==> src/rtl/spi_shift_engine_pkg.sv <==
// +--------------------------------------------------------------------+
// | spi_shift_engine_pkg : shared constants, state encodings, helpers   |
// | Rev 1.0                                                            |
// +--------------------------------------------------------------------+
`default_nettype none

package spi_shift_engine_pkg;

  // Mode constants of the earlier 8-bit mode-driven shift register
  localparam logic [1:0] HOLD  = 2'b00;
  localparam logic [1:0] LEFT  = 2'b01;
  localparam logic [1:0] RIGHT = 2'b10;
  localparam logic [1:0] PLOAD = 2'b11;

  typedef enum logic [1:0] {
    SS_IDLE  = 2'd0,
    SS_SHIFT = 2'd1,
    SS_DONE  = 2'd2
  } ss_state_t;

  // One spare bit above log2(width) so the count can reach WIDTH-1 for any WIDTH
  function automatic int cnt_width(input int w);
    return $clog2(w) + 1;
  endfunction

endpackage

`default_nettype wire

==> src/rtl/spi_shift_engine_if.sv <==
// +--------------------------------------------------------------------+
// | spi_shift_engine_if : load handshake and receive-side bus          |
// | Rev 1.0                                                            |
// +--------------------------------------------------------------------+
`default_nettype none

interface spi_shift_engine_if #(
  parameter int WIDTH = 8
);

  logic             load_valid;
  logic             load_ready;
  logic [WIDTH-1:0] load_data;
`ifdef SPI_SHIFT_LSBFIRST_EN
  logic             lsb_first;
`endif
  logic             abort;
  logic [WIDTH-1:0] rx_data;
  logic             rx_valid;
  logic             busy;

`ifdef SPI_SHIFT_LSBFIRST_EN
  modport master (
    output load_valid, load_data, lsb_first, abort,
    input  load_ready, rx_data, rx_valid, busy
  );
  modport slave (
    input  load_valid, load_data, lsb_first, abort,
    output load_ready, rx_data, rx_valid, busy
  );
`else
  modport master (
    output load_valid, load_data, abort,
    input  load_ready, rx_data, rx_valid, busy
  );
  modport slave (
    input  load_valid, load_data, abort,
    output load_ready, rx_data, rx_valid, busy
  );
`endif

endinterface

`default_nettype wire

==> src/rtl/spi_bit_counter.sv <==
// +--------------------------------------------------------------------+
// | spi_bit_counter : clearable bit counter, terminal flag at WIDTH-1   |
// | Rev 1.0                                                            |
// +--------------------------------------------------------------------+
`default_nettype none

module spi_bit_counter
  import spi_shift_engine_pkg::*;
#(
  parameter int WIDTH = 8,
  parameter int CW    = cnt_width(WIDTH)
) (
  input  wire logic          clk,
  input  wire logic          rst_n,
  input  wire logic          clear,
  input  wire logic          inc,
  output logic      [CW-1:0] count,
  output logic               terminal
);

  assign terminal = (count == CW'(WIDTH - 1));

  // Saturates at the terminal value so the count can never wrap
  always_ff @(posedge clk or negedge rst_n) begin
    if (!rst_n) begin
      count <= '0;
    end else if (clear) begin
      count <= '0;
    end else if (inc && !terminal) begin
      count <= count + 1'b1;
    end
  end

endmodule

`default_nettype wire

==> src/rtl/spi_shift_engine.sv <==
// +--------------------------------------------------------------------+
// | spi_shift_engine : handshake-loaded SPI shift engine, rx word pulse |
// | Option macro SPI_SHIFT_LSBFIRST_EN adds per-transfer LSB-first.     |
// | Rev 1.0                                                            |
// +--------------------------------------------------------------------+
`default_nettype none

module spi_shift_engine
  import spi_shift_engine_pkg::*;
#(
  parameter int   WIDTH    = 8,
  parameter logic IDLE_OUT = 1'b0
) (
  input  wire logic         clk,
  input  wire logic         rst_n,
  input  wire logic         sclk_rise,
  input  wire logic         sclk_fall,
  input  wire logic         serial_in,
  output logic              serial_out,
  spi_shift_engine_if.slave bus
);

  localparam int CW = cnt_width(WIDTH);

  ss_state_t        r_state;
  logic [WIDTH-1:0] r_tx;
  logic [WIDTH-1:0] r_rx_data;
  logic             r_hold;
  logic             r_out_en;
  logic             r_busy;
  logic             r_load_ready;
  logic             r_rx_valid;

  logic [CW-1:0]    w_count;
  logic             w_terminal;
  logic             w_load;
  logic             w_abort;
  logic             w_rise;
  logic             w_fall;
  logic             w_last;
  logic [WIDTH-1:0] w_tx_shift;
  logic [WIDTH-1:0] w_rx_word;
  logic             w_out_bit;

  assign w_load  = (r_state == SS_IDLE) && bus.load_valid && r_load_ready;
  assign w_abort = (r_state == SS_SHIFT) && bus.abort;
  assign w_rise  = (r_state == SS_SHIFT) && !bus.abort && sclk_rise;
  // A fall coinciding with a rise, or arriving before the first rise, is dropped
  assign w_fall  = (r_state == SS_SHIFT) && !bus.abort && sclk_fall && !sclk_rise
                   && (w_count != '0);
  assign w_last  = w_rise && w_terminal;

`ifdef SPI_SHIFT_LSBFIRST_EN
  logic r_lsb;

  always_comb begin
    if (r_lsb) begin
      w_tx_shift = {r_hold, r_tx[WIDTH-1:1]};
      w_rx_word  = {serial_in, r_tx[WIDTH-1:1]};
      w_out_bit  = r_tx[0];
    end else begin
      w_tx_shift = {r_tx[WIDTH-2:0], r_hold};
      w_rx_word  = {r_tx[WIDTH-2:0], serial_in};
      w_out_bit  = r_tx[WIDTH-1];
    end
  end
`else
  assign w_tx_shift = {r_tx[WIDTH-2:0], r_hold};
  assign w_rx_word  = {r_tx[WIDTH-2:0], serial_in};
  assign w_out_bit  = r_tx[WIDTH-1];
`endif

  spi_bit_counter #(
    .WIDTH (WIDTH),
    .CW    (CW)
  ) u_bit_counter (
    .clk      (clk),
    .rst_n    (rst_n),
    .clear    (w_load || w_abort || w_last),
    .inc      (w_rise),
    .count    (w_count),
    .terminal (w_terminal)
  );

  always_ff @(posedge clk or negedge rst_n) begin
    if (!rst_n) begin
      r_state      <= SS_IDLE;
      r_tx         <= '0;
      r_rx_data    <= '0;
      r_hold       <= 1'b0;
      r_out_en     <= 1'b0;
      r_busy       <= 1'b0;
      r_load_ready <= 1'b0;
      r_rx_valid   <= 1'b0;
`ifdef SPI_SHIFT_LSBFIRST_EN
      r_lsb        <= 1'b0;
`endif
    end else begin
      r_rx_valid <= 1'b0;
      case (r_state)
        SS_IDLE: begin
          r_load_ready <= 1'b1;
          if (w_load) begin
            r_tx         <= bus.load_data;
`ifdef SPI_SHIFT_LSBFIRST_EN
            r_lsb        <= bus.lsb_first;
`endif
            r_out_en     <= 1'b1;
            r_busy       <= 1'b1;
            r_load_ready <= 1'b0;
            r_state      <= SS_SHIFT;
          end
        end
        SS_SHIFT: begin
          if (w_abort) begin
            r_out_en     <= 1'b0;
            r_busy       <= 1'b0;
            r_load_ready <= 1'b1;
            r_state      <= SS_IDLE;
          end else if (w_rise) begin
            r_hold <= serial_in;
            if (w_last) begin
              r_rx_data  <= w_rx_word;
              r_rx_valid <= 1'b1;
              r_busy     <= 1'b0;
              r_state    <= SS_DONE;
            end
          end else if (w_fall) begin
            r_tx <= w_tx_shift;
          end
        end
        SS_DONE: begin
          r_out_en     <= 1'b0;
          r_load_ready <= 1'b1;
          r_state      <= SS_IDLE;
        end
        default: begin
          r_state <= SS_IDLE;
        end
      endcase
    end
  end

  assign serial_out     = r_out_en ? w_out_bit : IDLE_OUT;
  assign bus.load_ready = r_load_ready;
  assign bus.busy       = r_busy;
  assign bus.rx_valid   = r_rx_valid;
  assign bus.rx_data    = r_rx_data;

endmodule

`default_nettype wire

==> src/flat_wrapper.sv <==
// flat-port wrapper written by rule: the top's interface ports become plain ports
module spi_shift_engine_flat import spi_shift_engine_pkg::*;
#(
  parameter int   WIDTH    = 8,
  parameter logic IDLE_OUT = 1'b0
)
  (clk, rst_n, sclk_rise, sclk_fall, serial_in, serial_out, bus_load_valid, bus_load_data, bus_abort, bus_load_ready, bus_rx_data, bus_rx_valid, bus_busy);
  spi_shift_engine_if #(.WIDTH(WIDTH)) bus_i ();
  input  wire logic clk;
  input  wire logic rst_n;
  input  wire logic sclk_rise;
  input  wire logic sclk_fall;
  input  wire logic serial_in;
  output logic serial_out;
  input wire logic [$bits(bus_i.load_valid)-1:0] bus_load_valid;
  input wire logic [$bits(bus_i.load_data)-1:0] bus_load_data;
  input wire logic [$bits(bus_i.abort)-1:0] bus_abort;
  output wire logic [$bits(bus_i.load_ready)-1:0] bus_load_ready;
  output wire logic [$bits(bus_i.rx_data)-1:0] bus_rx_data;
  output wire logic [$bits(bus_i.rx_valid)-1:0] bus_rx_valid;
  output wire logic [$bits(bus_i.busy)-1:0] bus_busy;
  assign bus_i.load_valid = bus_load_valid;
  assign bus_i.load_data = bus_load_data;
  assign bus_i.abort = bus_abort;
  assign bus_load_ready = bus_i.load_ready;
  assign bus_rx_data = bus_i.rx_data;
  assign bus_rx_valid = bus_i.rx_valid;
  assign bus_busy = bus_i.busy;
  spi_shift_engine #(.WIDTH(WIDTH), .IDLE_OUT(IDLE_OUT)) u_core (.clk(clk), .rst_n(rst_n), .sclk_rise(sclk_rise), .sclk_fall(sclk_fall), .serial_in(serial_in), .serial_out(serial_out), .bus(bus_i));
endmodule
==> config.mk <==
export PLATFORM = sky130hd
export DESIGN_NAME = spi_shift_engine_flat
export DESIGN_NICKNAME = d
export VERILOG_FILES = /design/src/rtl/spi_shift_engine_pkg.sv /design/src/rtl/spi_shift_engine_if.sv /design/src/rtl/spi_bit_counter.sv /design/src/rtl/spi_shift_engine.sv /design/src/flat_wrapper.sv
export SDC_FILE = /design/constraint.sdc
export NUM_CORES = 1
export LEC_CHECK = 0
export ABC_AREA = 1
export CORE_MARGIN = 10
export CORE_UTILIZATION = 40
export CTS_BUF_LIST = sky130_fd_sc_hd__clkbuf_4
export CTS_CLUSTER_DIAMETER = 120
export DETAILED_ROUTE_END_ITERATION = 6
export HOLD_SLACK_MARGIN = 0.08
export PLACE_DENSITY = 0.64
export SETUP_SLACK_MARGIN = 0.05
export SLEW_MARGIN = 20
export SYNTH_ARGS = -nofsm -noshare
export SYNTH_HDL_FRONTEND = slang
export SYNTH_SLANG_ARGS = --single-unit
==> constraint.sdc <==
create_clock -name clk -period 1.75 [get_ports clk]
set_input_delay 0.35 -clock clk [delete_from_list [all_inputs] [get_ports clk]]
set_output_delay 0.35 -clock clk [all_outputs]
set_load 0.02 [all_outputs]
==> impl_metrics.yaml <==
die:
  die-area_sq_um: 6240
  io_pins: 27
  row_count: 21
  start_util_pct: 41.4
  die_h_um: 79.0
  core_area_sq_um: 3360
  die_x_um: 79.0
final_layout:
  design_area_sq_um: 1810
  antenna_cells: 0
  finalNetCount: 226
  area_growth_syn_to_layout_pct: 30.0
  layout-drive-gt1-share_pct: 11.8
placed_design:
  hpwl_um: 2340
  gp_congestion: 0.809
  port_buffers: 26
  dpl_cell_area_sq_um: 1750
yosys:
  synth_area_leaders: "dfrtp_1 49%, nand2_1 14%, nand3_1 6.5%, ha_1 5.4%, inv_1 5.1%"
  yosysSeqAreaShare_pct: 48.5
  yosysMostFrequentCell: "nand2_1"
  yosysTopAreaCell: "dfrtp_1"
  synthTopCellsByCount: "53 x nand2_1, 27 x dfrtp_1, 19 x inv_1"
  synth_edf_count: 0
  synth_async_sr_flop_share_pct: 100
  syn_nets: 191
  yosysTopAreaCellShare_pct: 48.5
  synth-main-ff-cell: "dfrtp_1"
  netlist_instances: 170
  synth_seq_cells: 27
  ys.warnings.count: 0
  syn_area_sq_um: 1390
  post_synth.cell_area_avg_sq_um: 8.19
  ys_types: 21
setup_path:
  crit_path_start_kind: "flop"
  ff2ff_path_depth: 9
  crit_family: "buffers and inverters"
  critical_path_buf_inv_count: 1
  cp.required_ns: 1.40
  cp_slowest_cell: "clkdlybuf4s50_1"
  crit_fanout: 1
  path_depth: 1
  cp-end-kind: "output port"
  setup.worst_path.class: "flop to output port"
  cp_data_arrival_time_ns: 1.27
  cpPeakStageDelay_ns: 0.60
  path_cells: "clkdlybuf4s50_1"
sta:
  skew_ns: 0.00424
  worstMarginPinSlew_ns: 0.352
  relSlewSlack_pct: 76.5
  fin_tns_setup_ns: 0
  finalSetupViolCount: 0
  min_period_over_period_pct: 92.9
  fmax_mhz: 615
  final-max-slew-violation-count: 0
  holdWs_ns: 0.375
  finalHoldViolCount: 0
  rsz0062_at_grt: "yes"
  finalCriticalPeriod_ns: 1.62
pwr:
  vdd_drop_max_uv: 414
  power_leakage_nw: 1.05
  clkPwrFrac_pct: 11.4
  pwr-share-comb_pct: 52.2
  powerDensity_nw_per_um2: 1390
  p_int_mw: 1.40
  pwr-share-seq_pct: 36.4
  power_switching_mw: 1.11
  power.share.switching_pct: 44.3
clock_network:
  clock-root-buffer: "clkbuf_4"
  path_clk_slew_ns: 0.15
  cts_tree: "built"
  cts_buffer_depth: 2
  cts_max_level: 1
  numCtsBuffers: 3
  numClockSinks: 27
  clock_latency_ns: 0.33
  hold_buffers: 0
  cts_post_setup_buffers_inserted: 0
global_route:
  grt_use_total_pct: 10.2
  grt_pass1_vias: 1135
  grt_max_degree: 28
  grt_pass1_wl_um: 5180
  antenna_found_initial: 0
  grt.overflow.total: 0
route:
  drc_errors: 0
  first_iter_violations: 63
  avgRoutedWirePerCell_um: 12.6
  vias_per_cell: 4.71
  vias: 1177
  antenna_left: 0
  drt_first_pass_iters: 4
  wirelength_um: 3160
job:
  maxCapViolCount: 0
run_status:
  status: "complete, no violations"
hold_path:
  hp-class: "input pin to async pin"
-- kinds of logic (layout without fill, tap and decap cells) --
group	Yosys count	after routing	synth area share (%)
and+or+nand+nor	92	92	30.5
DFF	27	27	48.5
buffers and inverters	23	57	7.19
AOI/OAI and AO/OA	21	21	7.82
adders and majority gates	6	6	5.39
xor gates and xnor gates	1	1	0.629
-- flip-flops by register name, indices dropped and copies added, names as in the netlist --
name                        count
u_core.bus.busy                 1
u_core.bus.load_ready           1
u_core.bus.rx_data              8
u_core.bus.rx_valid             1
u_core.r_hold                   1
u_core.r_out_en                 1
u_core.r_state                  2
u_core.r_tx                     8
u_core.u_bit_counter.count      4
-- path summary, 6_finish.rpt --
| kind | end | slack [ns] | start |
|---|---|---|---|
| setup / recovery | bus_rx_valid | 0.13 | u_core.bus.rx_valid |
| hold / removal | u_core.bus.rx_data[4] | 0.38 | rst_n |
| setup reg to reg | u_core.bus.rx_data[3] | 0.15 | u_core.r_state[1] |
| hold reg to reg | u_core.bus.busy | 0.49 | u_core.bus.busy |
| max in group asynchronous | u_core.r_tx[2] | 1.12 | rst_n |
| min in group clk | u_core.bus.busy | 0.49 | u_core.bus.busy |
-- cell type report --
type                       instances  area, sq um
clock buffer                       3         22.5
clock inverter                     1         7.51
sequential                        27          676
fill                             344         1550
inverter                          20         75.1
tap                               46         57.6
multi-input combinational        120          627
timing repair buffer              33          345
-- per-layer routing --
| layer | vias up | GRT usage [%] | wire length, um |
|---|---|---|---|
| li1 | 603 | - | - |
| met1 | 549 | 12.1 | 1420 |
| met2 | 21 | 17.3 | 1570 |
| met3 | 4 | 2.59 | 137 |
| met4 | 0 | 3.76 | 38 |
| met5 | - | 0 | 0 |
-- placed cells by master (no fill, tap or decap), drive strengths merged, types with 3 or more instances in the layout --
cell,instances
clkbuf,3
nor2,16
ha,6
dlymetal6s2s,9
dfrtp,27
inv,20
clkdlybuf4s50,15
buf,7
o21ai,13
a21oi,8
nand3,19
nand2,55
-- power groups by stage --
stage	clock network [mW]	logic (mW)	registers [mW]
floorplan	0	0.852	0.932
global placement	0	1.27	0.922
detailed placement	0	1.30	0.929
CTS	0.298	1.31	0.915
global route	0.327	1.49	0.939
finish	0.287	1.31	0.914
-- timing repair --
item                                    CTS  global route
endpoints found under the setup margin    2            28
endpoints found under the hold margin     0             0
gates resized for setup                   2            13
-- through the flow --
| stage | total power [mW] | utilization (%) | cells | setup WS, ns |
|---|---|---|---|---|
| after global routing | 2.76 | 53.8 | 250 | 0.0163 |
| after floorplan | 1.78 | - | 170 | 0.313 |
| after global placement | 2.19 | 52.0 | 246 | 0.0608 |
| after CTS | 2.52 | 52.9 | 250 | 0.0559 |
| final | 2.51 | 53.8 | 250 | 0.125 |
| after detailed placement | 2.23 | 52.0 | 246 | 0.0251 |
Power figures use the tool's default switching activity.
